File: config.mk
export PLATFORM = sky130hd
export DESIGN_NAME = display_serial_driver_flat
export DESIGN_NICKNAME = d
export VERILOG_FILES = /design/src/rtl/display_serial_driver_if.sv /design/src/rtl/display_serial_driver.sv /design/src/flat_wrapper.sv
export SDC_FILE = /design/constraint.sdc
export NUM_CORES = 1
export LEC_CHECK = 0
export BUFFER_PORTS_ARGS = -buffer_cell sky130_fd_sc_hd__buf_2
export CAP_MARGIN = 20
export CORE_MARGIN = 1.5
export CORE_UTILIZATION = 50
export CTS_CLUSTER_DIAMETER = 200
export DETAILED_ROUTE_END_ITERATION = 10
export PLACE_DENSITY = 0.74
export SLEW_MARGIN = 20
export SYNTH_ARGS = -nofsm -noshare
export SYNTH_HDL_FRONTEND = slang
export SYNTH_SLANG_ARGS = --single-unit
export TNS_END_PERCENT = 20
File: constraint.sdc
create_clock -name clk -period 6.7 [get_ports clk]
set_input_delay 1.005 -clock clk [delete_from_list [all_inputs] [get_ports clk]]
set_output_delay 1.005 -clock clk [all_outputs]
set_load 0.005 [all_outputs]
File: src/rtl/display_serial_driver_if.sv
// Front-panel display serial bus as it leaves the driver: latch, blank,
// chip-select, serial clock and serial data.
interface display_x;
  logic       latch_o;
  logic       blank_o;
  logic [2:0] csel_ob3;
  logic       sclk_o;
  logic       data_o;

  modport master (output latch_o, blank_o, csel_ob3, sclk_o, data_o);
  modport slave  (input  latch_o, blank_o, csel_ob3, sclk_o, data_o);
endinterface

File: src/rtl/display_serial_driver.sv
// Refreshes the shift-register LED drivers one chip-select group at a time,
// shifting each group MSB first from a frame-coherent shadow of the image.
module display_serial_driver #(
  parameter int NUM_GROUPS  = 8,
  parameter int GROUP_BITS  = 16,
  parameter int HALF_PERIOD = 2
) (
  input  logic                             clk,
  input  logic                             rstn,
  input  logic [NUM_GROUPS*GROUP_BITS-1:0] image_ib,
  input  logic                             blank_i,
  input  logic                             enable_i,
  output logic                             frame_done_o,
  output logic                             busy_o,
  display_x.master                         display
);

  localparam int GRP_W = (NUM_GROUPS  > 1) ? $clog2(NUM_GROUPS)  : 1;
  localparam int BIT_W = (GROUP_BITS  > 1) ? $clog2(GROUP_BITS)  : 1;
  localparam int CNT_W = (HALF_PERIOD > 1) ? $clog2(HALF_PERIOD) : 1;

  typedef enum logic [2:0] {
    S_IDLE,
    S_LOAD,
    S_SCLK_LO,
    S_SCLK_HI,
    S_LATCH,
    S_GAP
  } state_t;

  state_t                  state_q, state_d;
  logic [GRP_W-1:0]        group_q, group_d;
  logic [BIT_W-1:0]        bitIdx_q, bitIdx_d;
  logic [CNT_W-1:0]        cnt_q, cnt_d;
  logic [GROUP_BITS-1:0]   shadow_q [NUM_GROUPS];
  logic                    firstFrame_q, firstFrame_d;
  logic                    frameDone_q, frameDone_d;
  logic                    blank_q;
  logic [1:0]              rstSync_q;
  logic                    rstInt_n;
  logic                    tick;
  logic                    loadEn;
  logic                    shifting;

  // Reset asserts immediately but releases two clocks later, in step with clk.
  always_ff @(posedge clk or negedge rstn) begin
    if (!rstn) rstSync_q <= '0;
    else       rstSync_q <= {rstSync_q[0], 1'b1};
  end

  assign rstInt_n = rstSync_q[1];
  assign tick     = (cnt_q == CNT_W'(HALF_PERIOD - 1));

  always_ff @(posedge clk or negedge rstInt_n) begin
    if (!rstInt_n) begin
      state_q      <= S_IDLE;
      group_q      <= '0;
      bitIdx_q     <= '0;
      cnt_q        <= '0;
      firstFrame_q <= 1'b0;
      frameDone_q  <= 1'b0;
      blank_q      <= 1'b1;
    end else begin
      state_q      <= state_d;
      group_q      <= group_d;
      bitIdx_q     <= bitIdx_d;
      cnt_q        <= cnt_d;
      firstFrame_q <= firstFrame_d;
      frameDone_q  <= frameDone_d;
      blank_q      <= blank_i | ~firstFrame_q;
    end
  end

  // The shadow only changes in LOAD, so mid-frame image edits never tear.
  always_ff @(posedge clk or negedge rstInt_n) begin
    if (!rstInt_n) begin
      for (int g = 0; g < NUM_GROUPS; g++) shadow_q[g] <= '0;
    end else if (loadEn) begin
      for (int g = 0; g < NUM_GROUPS; g++)
        shadow_q[g] <= image_ib[g*GROUP_BITS +: GROUP_BITS];
    end
  end

  always_comb begin
    state_d      = state_q;
    group_d      = group_q;
    bitIdx_d     = bitIdx_q;
    frameDone_d  = 1'b0;
    firstFrame_d = firstFrame_q;
    loadEn       = 1'b0;
    unique case (state_q)
      S_IDLE: begin
        if (enable_i) state_d = S_LOAD;
      end
      S_LOAD: begin
        loadEn   = 1'b1;
        group_d  = '0;
        bitIdx_d = BIT_W'(GROUP_BITS - 1);
        state_d  = S_SCLK_LO;
      end
      S_SCLK_LO: begin
        if (tick) state_d = S_SCLK_HI;
      end
      S_SCLK_HI: begin
        if (tick) begin
          if (bitIdx_q == '0) begin
            state_d = S_LATCH;
          end else begin
            bitIdx_d = bitIdx_q - 1'b1;
            state_d  = S_SCLK_LO;
          end
        end
      end
      S_LATCH: begin
        if (tick) state_d = S_GAP;
      end
      S_GAP: begin
        if (tick) begin
          if (group_q == GRP_W'(NUM_GROUPS - 1)) begin
            frameDone_d  = 1'b1;
            firstFrame_d = 1'b1;
            state_d      = S_IDLE;
          end else begin
            group_d  = group_q + 1'b1;
            bitIdx_d = BIT_W'(GROUP_BITS - 1);
            state_d  = S_SCLK_LO;
          end
        end
      end
      default: state_d = S_IDLE;
    endcase

    if ((state_d != state_q) || tick) cnt_d = '0;
    else                              cnt_d = cnt_q + 1'b1;
  end

  assign shifting         = (state_q == S_SCLK_LO) || (state_q == S_SCLK_HI);
  assign display.sclk_o   = (state_q == S_SCLK_HI);
  assign display.latch_o  = (state_q == S_LATCH);
  assign display.data_o   = shifting ? shadow_q[group_q][bitIdx_q] : 1'b0;
  assign display.csel_ob3 = 3'(group_q);
  assign display.blank_o  = blank_q;
  assign frame_done_o     = frameDone_q;
  assign busy_o           = (state_q != S_IDLE);

endmodule

File: src/flat_wrapper.sv
// flat-port wrapper written by rule: the top's interface ports become plain ports
module display_serial_driver_flat 
#(
  parameter int NUM_GROUPS  = 8,
  parameter int GROUP_BITS  = 16,
  parameter int HALF_PERIOD = 2
)
  (clk, rstn, image_ib, blank_i, enable_i, frame_done_o, busy_o, display_latch_o, display_blank_o, display_csel_ob3, display_sclk_o, display_data_o);
  display_x display_i ();
  input  logic clk;
  input  logic rstn;
  input  logic [NUM_GROUPS*GROUP_BITS-1:0] image_ib;
  input  logic blank_i;
  input  logic enable_i;
  output logic frame_done_o;
  output logic busy_o;
  output wire logic [$bits(display_i.latch_o)-1:0] display_latch_o;
  output wire logic [$bits(display_i.blank_o)-1:0] display_blank_o;
  output wire logic [$bits(display_i.csel_ob3)-1:0] display_csel_ob3;
  output wire logic [$bits(display_i.sclk_o)-1:0] display_sclk_o;
  output wire logic [$bits(display_i.data_o)-1:0] display_data_o;
  assign display_latch_o = display_i.latch_o;
  assign display_blank_o = display_i.blank_o;
  assign display_csel_ob3 = display_i.csel_ob3;
  assign display_sclk_o = display_i.sclk_o;
  assign display_data_o = display_i.data_o;
  display_serial_driver #(.NUM_GROUPS(NUM_GROUPS), .GROUP_BITS(GROUP_BITS), .HALF_PERIOD(HALF_PERIOD)) u_core (.clk(clk), .rstn(rstn), .image_ib(image_ib), .blank_i(blank_i), .enable_i(enable_i), .frame_done_o(frame_done_o), .busy_o(busy_o), .display(display_i));
endmodule
==> impl_metrics.yaml, run 1 <==
yosys:
  ys_ff_latch: 144
  synthTopCellsByArea: "dfrtp_1 (53%), mux2_2 (22%), mux4_1 (5.9%), mux4_2 (3.4%), mux2i_1 (2.2%)"
  yosysMostFrequentCell: "dfrtp_1"
  synth_area_per_cell_um2: 14.8
  synth_top_area_cell: "dfrtp_1"
  synth-main-ff-cell: "dfrtp_1"
  synth.distinct_cells: 49
  synth_top_area_frac: 0.533
  ys_seq_area_frac: 0.537
  synthArstFlopShare: 1.00
  synthTopCellsByCount: "dfrtp_1 (143), mux2_2 (132), buf_2 (19)"
  syn-num-nets: 588
  syn_area_um2: 6710
  synthCells: 453
  ys.warnings.count: 0
  synth_edf_count: 0
cts:
  cts.sinks: 144
  postCtsHoldBufs: 0
  cts_buffers: 17
  clk_pin_slew_ns: 0.06
  cts_setup_buffers: 0
  cts_root_buffer: "clkbuf_16"
  insertion_delay_ns: 0.42
  cts_tree: "yes"
  cts_max_path_buffers: 2
  cts-htree-levels: 4
  cts_resized: 0
power_and_ir_drop:
  switching_share: 0.217
  pwr-share-seq: 0.466
  internal-power_mw: 1.57
  power.density_nw_per_um2: 248
  p_clk_frac: 0.477
  fin_total_pwr_mw: 2.01
  p_comb_frac: 0.057
  p_leak_nw: 3.49
  ir_worst_vdd_mv: 0.189
  power.net_switching_uw: 437
worst_setup_path:
  worstSetupPathType: "reg2out"
  cp_max_fo: 40
  end_kind: "output pin"
  cp_slowest_cell: "dfrtp_2"
  start_kind: "flop"
  required_ns: 5.69
  crit_arrival_ns: 3.18
  crit_chain: "mux4_1, a22oi_1, a31oi_1, a311oi_1, o32ai_1, buf_2"
  max_stage_delay_ns: 1.05
floorplanning:
  dieArea_um2: 14100
  dieHeight_um: 119
  die_w_um: 119
  io_pins: 141
  initial_core_util: 0.509
  coreArea_um2: 13200
  core.rowCount: 42
status:
  status: "finished clean"
timing:
  skew_ns: 0.0128
  setup_ws_ns: 2.52
  finalHoldViolCount: 0
  slew_headroom: 0.306
  fin_crit_sh: 0.625
  final-setup-viol-count: 0
  report.final.slew_viol_count: 0
  rsz0062_at_grt: "false"
  tightestPinTransition_ns: 1.04
  fin_crit_ns: 4.18
  fmax_mhz: 239
  setup-tns-final_ns: 0
layout:
  syn2layout_area_growth_pct: 20.9
  final_nets: 720
  regArea_um2: 3610
  drive_gt1_frac: 0.543
  fillers: 1037
  multi_input_area_um2: 2900
  final_area_um2: 8110
grt:
  first_global_vias: 4632
  use_met1: 0.287
  globalRoute.busiestLayer: "met2"
  grt_use_met3: 0.0503
  grt_max_degree: 85
  grt_pass1_wl_um: 24400
  grtUsageMet2: 0.382
  antenna_found_initial: 1
  grt.total_usage: 0.228
  overflow: 0
hold_path:
  min_path_type: "reg2async"
detailed_routing:
  drt_wl_total_um: 15100
  post_drt_wl_per_cell_um: 19.4
  drtAntennaViolNets: 0
  vias_per_cell: 5.53
  drtIter0Drc: 316
  num_vias: 4283
  first_pass_iters: 4
  route.detailed.drc: 0
placed_design:
  hpwl_um: 10700
  port_buffers: 140
  place_congestion: 0.879
  post-place-ws_ns: 2.98
  place_area_um2: 7480
flow_run:
  max-cap-violations: 0
## routing by layer
layer	wire [µm]	vias up
met3	770	22
li1	-	1957
met2	7860	138
met4	281	0
met1	6160	2166
met5	0	-
## metrics by stage
step	hold WS (ns)	util	cells
floorplan	0.331	-	453
global placement	0.341	0.567	741
detailed placement	0.344	0.567	741
CTS	0.338	0.613	773
global route	0.276	0.615	775
finish	0.244	0.615	775
## layout make-up
class / instances / share of cell area
diodes: 1 / 0.000308
clock buffers: 18 / 0.0541
clock inverters: 14 / 0.0202
inverters: 7 / 0.00324
multi-input cells: 271 / 0.357
flip-flops and latches: 144 / 0.445
well taps: 176 / 0.0271
repair buffers: 144 / 0.0925
## state kept, by name (all words and copies together), names as in the netlist
signal                   flops
u_core.display.blank_o       1
u_core.bitIdx_q              4
u_core.frame_done_o          1
u_core.shadow_q            128
u_core.display.csel_ob3      3
u_core.cnt_q                 1
u_core.rstSync_q             2
u_core.state_q               3
u_core.firstFrame_q          1
## cells in the final DEF, fill, tap and decap left out, types with 3 or more instances in the layout
cell type,instances
nor2_1,12
mux2_2,132
nand2b_1,6
ha_1,3
nor3_1,3
nand2_1,9
a22oi_1,3
nor4_1,3
clkinv_2,5
clkinvlp_4,3
clkbuf_16,17
buf_2,140
xnor2_1,3
mux4_1,15
inv_1,7
o21ai_0,4
mux2i_1,15
mux4_2,10
o211ai_1,3
nand3_1,4
buf_4,3
a211oi_1,3
bufinv_16,3
a22o_1,5
nor2b_1,6
a21oi_1,5
dfrtp_1,140
## logic make-up (layout without fill, tap and decap cells)
group	count (synthesis)	count (layout)	share of synthesized area
mux	172	172	0.336
flops	144	144	0.537
simple gates	52	52	0.0395
compound gates	39	39	0.0438
buf+inv	38	183	0.0322
xor+xnor	4	4	0.00522
fa+ha+maj	3	3	0.00559
other cells	1	2	0.000559
## worst paths after layout
path	from	end	slack, ns	cells past startpoint
min in group clk	u_core.rstSync_q[0]	u_core.rstSync_q[1]	0.36	0
min reg2reg	u_core.rstSync_q[1]	u_core.shadow_q[114]	0.24	0
max in group asynchronous	u_core.rstSync_q[1]	u_core.display.csel_ob3[0]	5.34	1
max reg2reg	u_core.display.csel_ob3[0]	u_core.bitIdx_q[0]	4.05	7
max	u_core.display.csel_ob3[0]	display_data_o	2.52	6
min	u_core.rstSync_q[1]	u_core.shadow_q[114]	0.24	0
## power groups by stage
stage / clock network [mW] / registers, mW / logic, mW
6_report: 0.958 / 0.938 / 0.115
5_1_grt: 1.01 / 0.942 / 0.127
4_1_cts: 0.974 / 0.944 / 0.108
3_5_place_dp: 0 / 0.959 / 0.107
3_3_place_gp: 0 / 0.958 / 0.103
2_1_floorplan: 0 / 0.949 / 0.0514
## worst max-delay path, delay by kind of cell (launching register included)
| family | cells | cell delay (ns) |
|---|---|---|
| flip-flops | 1 | 1.05 |
| AO/OA/AOI/OAI | 4 | 0.85 |
| multiplexers | 1 | 0.66 |
| buffers and inverters | 1 | 0.17 |
No activity file was read; power rests on OpenSTA's default activity.
==> run 2, diff against run 1 <==
==> constraint.sdc (replaced) <==
create_clock -name clk -period 4.2 [get_ports clk]
set_input_delay 0.63 -clock clk [delete_from_list [all_inputs] [get_ports clk]]
set_output_delay 0.63 -clock clk [all_outputs]
set_load 0.005 [all_outputs]
==> impl_metrics.yaml, run 2 (synthesis gave the netlist of run 1 again) <==
floorplanning:
  io_pins: 141
  initial_core_util: 0.509
  coreArea_um2: 13200
  core.rowCount: 42
  dieHeight_um: 119
  dieArea_um2: 14100
  die_w_um: 119
layout:
  drive_gt1_frac: 0.545
  reg_top3: "u_core.shadow_q x128, u_core.bitIdx_q x4"
  final_nets: 724
  top_register: "u_core.shadow_q"
  syn2layout_area_growth_pct: 21.7
  final_util: 0.619
  layout_common_cells: "buf_2 (140), dfrtp_1 (140), mux2_2 (132)"
  fillers: 1005
  fin_cells: 778
  diodes: 0
  largest_register_ffs: 128
detailed_routing:
  num_vias: 4280
  first_pass_iters: 4
  drt_wl_total_um: 14600
  drtIter0Drc: 197
  drtAntennaViolNets: 0
  vias_per_cell: 5.50
  route.detailed.drc: 0
  post_drt_wl_per_cell_um: 18.7
hold_path:
  min_path_type: "reg2async"
timing:
  fin_crit_ns: 3.66
  skew_ns: 0.00505
  slew_headroom: 0.327
  rsz0062_at_grt: "false"
  final-setup-viol-count: 0
  fmax_mhz: 273
  finalHoldViolCount: 0
  setup_ws_ns: 0.542
  tightestPinTransition_ns: 1.01
  report.final.slew_viol_count: 0
  setup-tns-final_ns: 0
  fin_crit_sh: 0.871
worst_setup_path:
  required_ns: 3.57
  end_kind: "output pin"
  cp_max_fo: 33
  endpoint: "display_data_o"
  start_kind: "flop"
  crit_start: "u_core.display.csel_ob3[0]"
  worstSetupPathType: "reg2out"
  reg2reg_from: "u_core.display.csel_ob3[0]"
  reg2reg_slack_ns: 1.43
  crit_arrival_ns: 3.03
  reg2reg_depth: 8
  timing.rr.end: "u_core.bitIdx_q[1]"
cts:
  cts-htree-levels: 4
  cts_buffers: 17
  cts_root_buffer: "clkbuf_16"
  cts.sinks: 144
  cts_setup_buffers: 0
  clk_pin_slew_ns: 0.06
  cts_tree: "yes"
  cts_resized: 0
  insertion_delay_ns: 0.41
  cts_max_path_buffers: 2
placed_design:
  placed_cells: 744
  hpwl_um: 10200
  port_buffers: 140
  place_congestion: 0.869
  post-place-ws_ns: 0.965
grt:
  grt_pass1_wl_um: 23800
  first_global_vias: 4562
  grt.total_usage: 0.221
  antenna_found_initial: 0
  grt_max_degree: 80
  overflow: 0
power_and_ir_drop:
  power.net_switching_uw: 685
  p_comb_frac: 0.057
  p_leak_nw: 3.53
  ir_worst_vdd_mv: 0.289
  p_clk_frac: 0.486
  pwr-share-seq: 0.458
  internal-power_mw: 2.57
  power.density_nw_per_um2: 399
  switching_share: 0.210
flow_run:
  max-cap-violations: 0
status:
  status: "finished clean"
[run 2: area by class of cell]
| type | instances | area, µm² | share of cell area |
|---|---|---|---|
| Multi-Input combinational cell | 271 | 2900 | 0.355 |
| Sequential cell | 144 | 3610 | 0.442 |
| Clock buffer | 18 | 439 | 0.0538 |
| Clock inverter | 14 | 190 | 0.0233 |
| Timing Repair Buffer | 148 | 783 | 0.0959 |
| Tap cell | 176 | 220 | 0.0270 |
| Inverter | 7 | 26.3 | 0.00322 |
[run 2: how the worst min path moves through the flow]
stage / slack (ns) / to / depth (start not counted)
6_report: 0.24 / u_core.shadow_q[37] / 0
5_1_grt: 0.27 / u_core.shadow_q[34] / 0
4_1_cts: 0.35 / u_core.rstSync_q[1] / 0
3_5_place_dp: 0.34 / u_core.rstSync_q[1] / 0
3_3_place_gp: 0.34 / u_core.rstSync_q[1] / 0
2_1_floorplan: 0.33 / u_core.rstSync_q[0] / 0
[run 2: power by group through the flow]
stage / clock network (mW) / logic (mW) / registers, mW
2_1_floorplan: 0 / 0.0820 / 1.51
3_3_place_gp: 0 / 0.168 / 1.52
3_5_place_dp: 0 / 0.173 / 1.53
4_1_cts: 1.61 / 0.175 / 1.50
5_1_grt: 1.68 / 0.204 / 1.50
6_report: 1.58 / 0.185 / 1.49
[run 2: per-layer routing]
layer  vias to the layer above  part of all wire  wire, µm  track usage
met1                      2184              0.44      6370        0.288
met5                         -                 0         0            0
met3                        20             0.039       564       0.0565
li1                       1966                 -         -            -
met4                         0             0.016       233       0.0670
met2                       110              0.51      7390        0.367
[run 2: stage by stage]
stage	power [mW]	hold slack (ns)	instance area [µm²]
after floorplan	1.60	0.331	6710
after global placement	1.69	0.337	7500
after detailed placement	1.70	0.341	7500
after CTS	3.29	0.354	8140
after global routing	3.38	0.275	8170
final	3.26	0.239	8170
[run 2: repair_timing]
item                                    CTS  global route
endpoints found under the setup margin    0             0
hold buffers                              1             0
hold endpoints to repair                  2             0
[run 2: worst max-delay path, stage by stage, from the launching register on]
cell and delay, ns:
dfrtp_2 0.96, mux4_1 0.66, inv_1 0.06, a2111oi_0 0.11, a2111oi_2 0.44, o32ai_1 0.20, buf_2 0.16
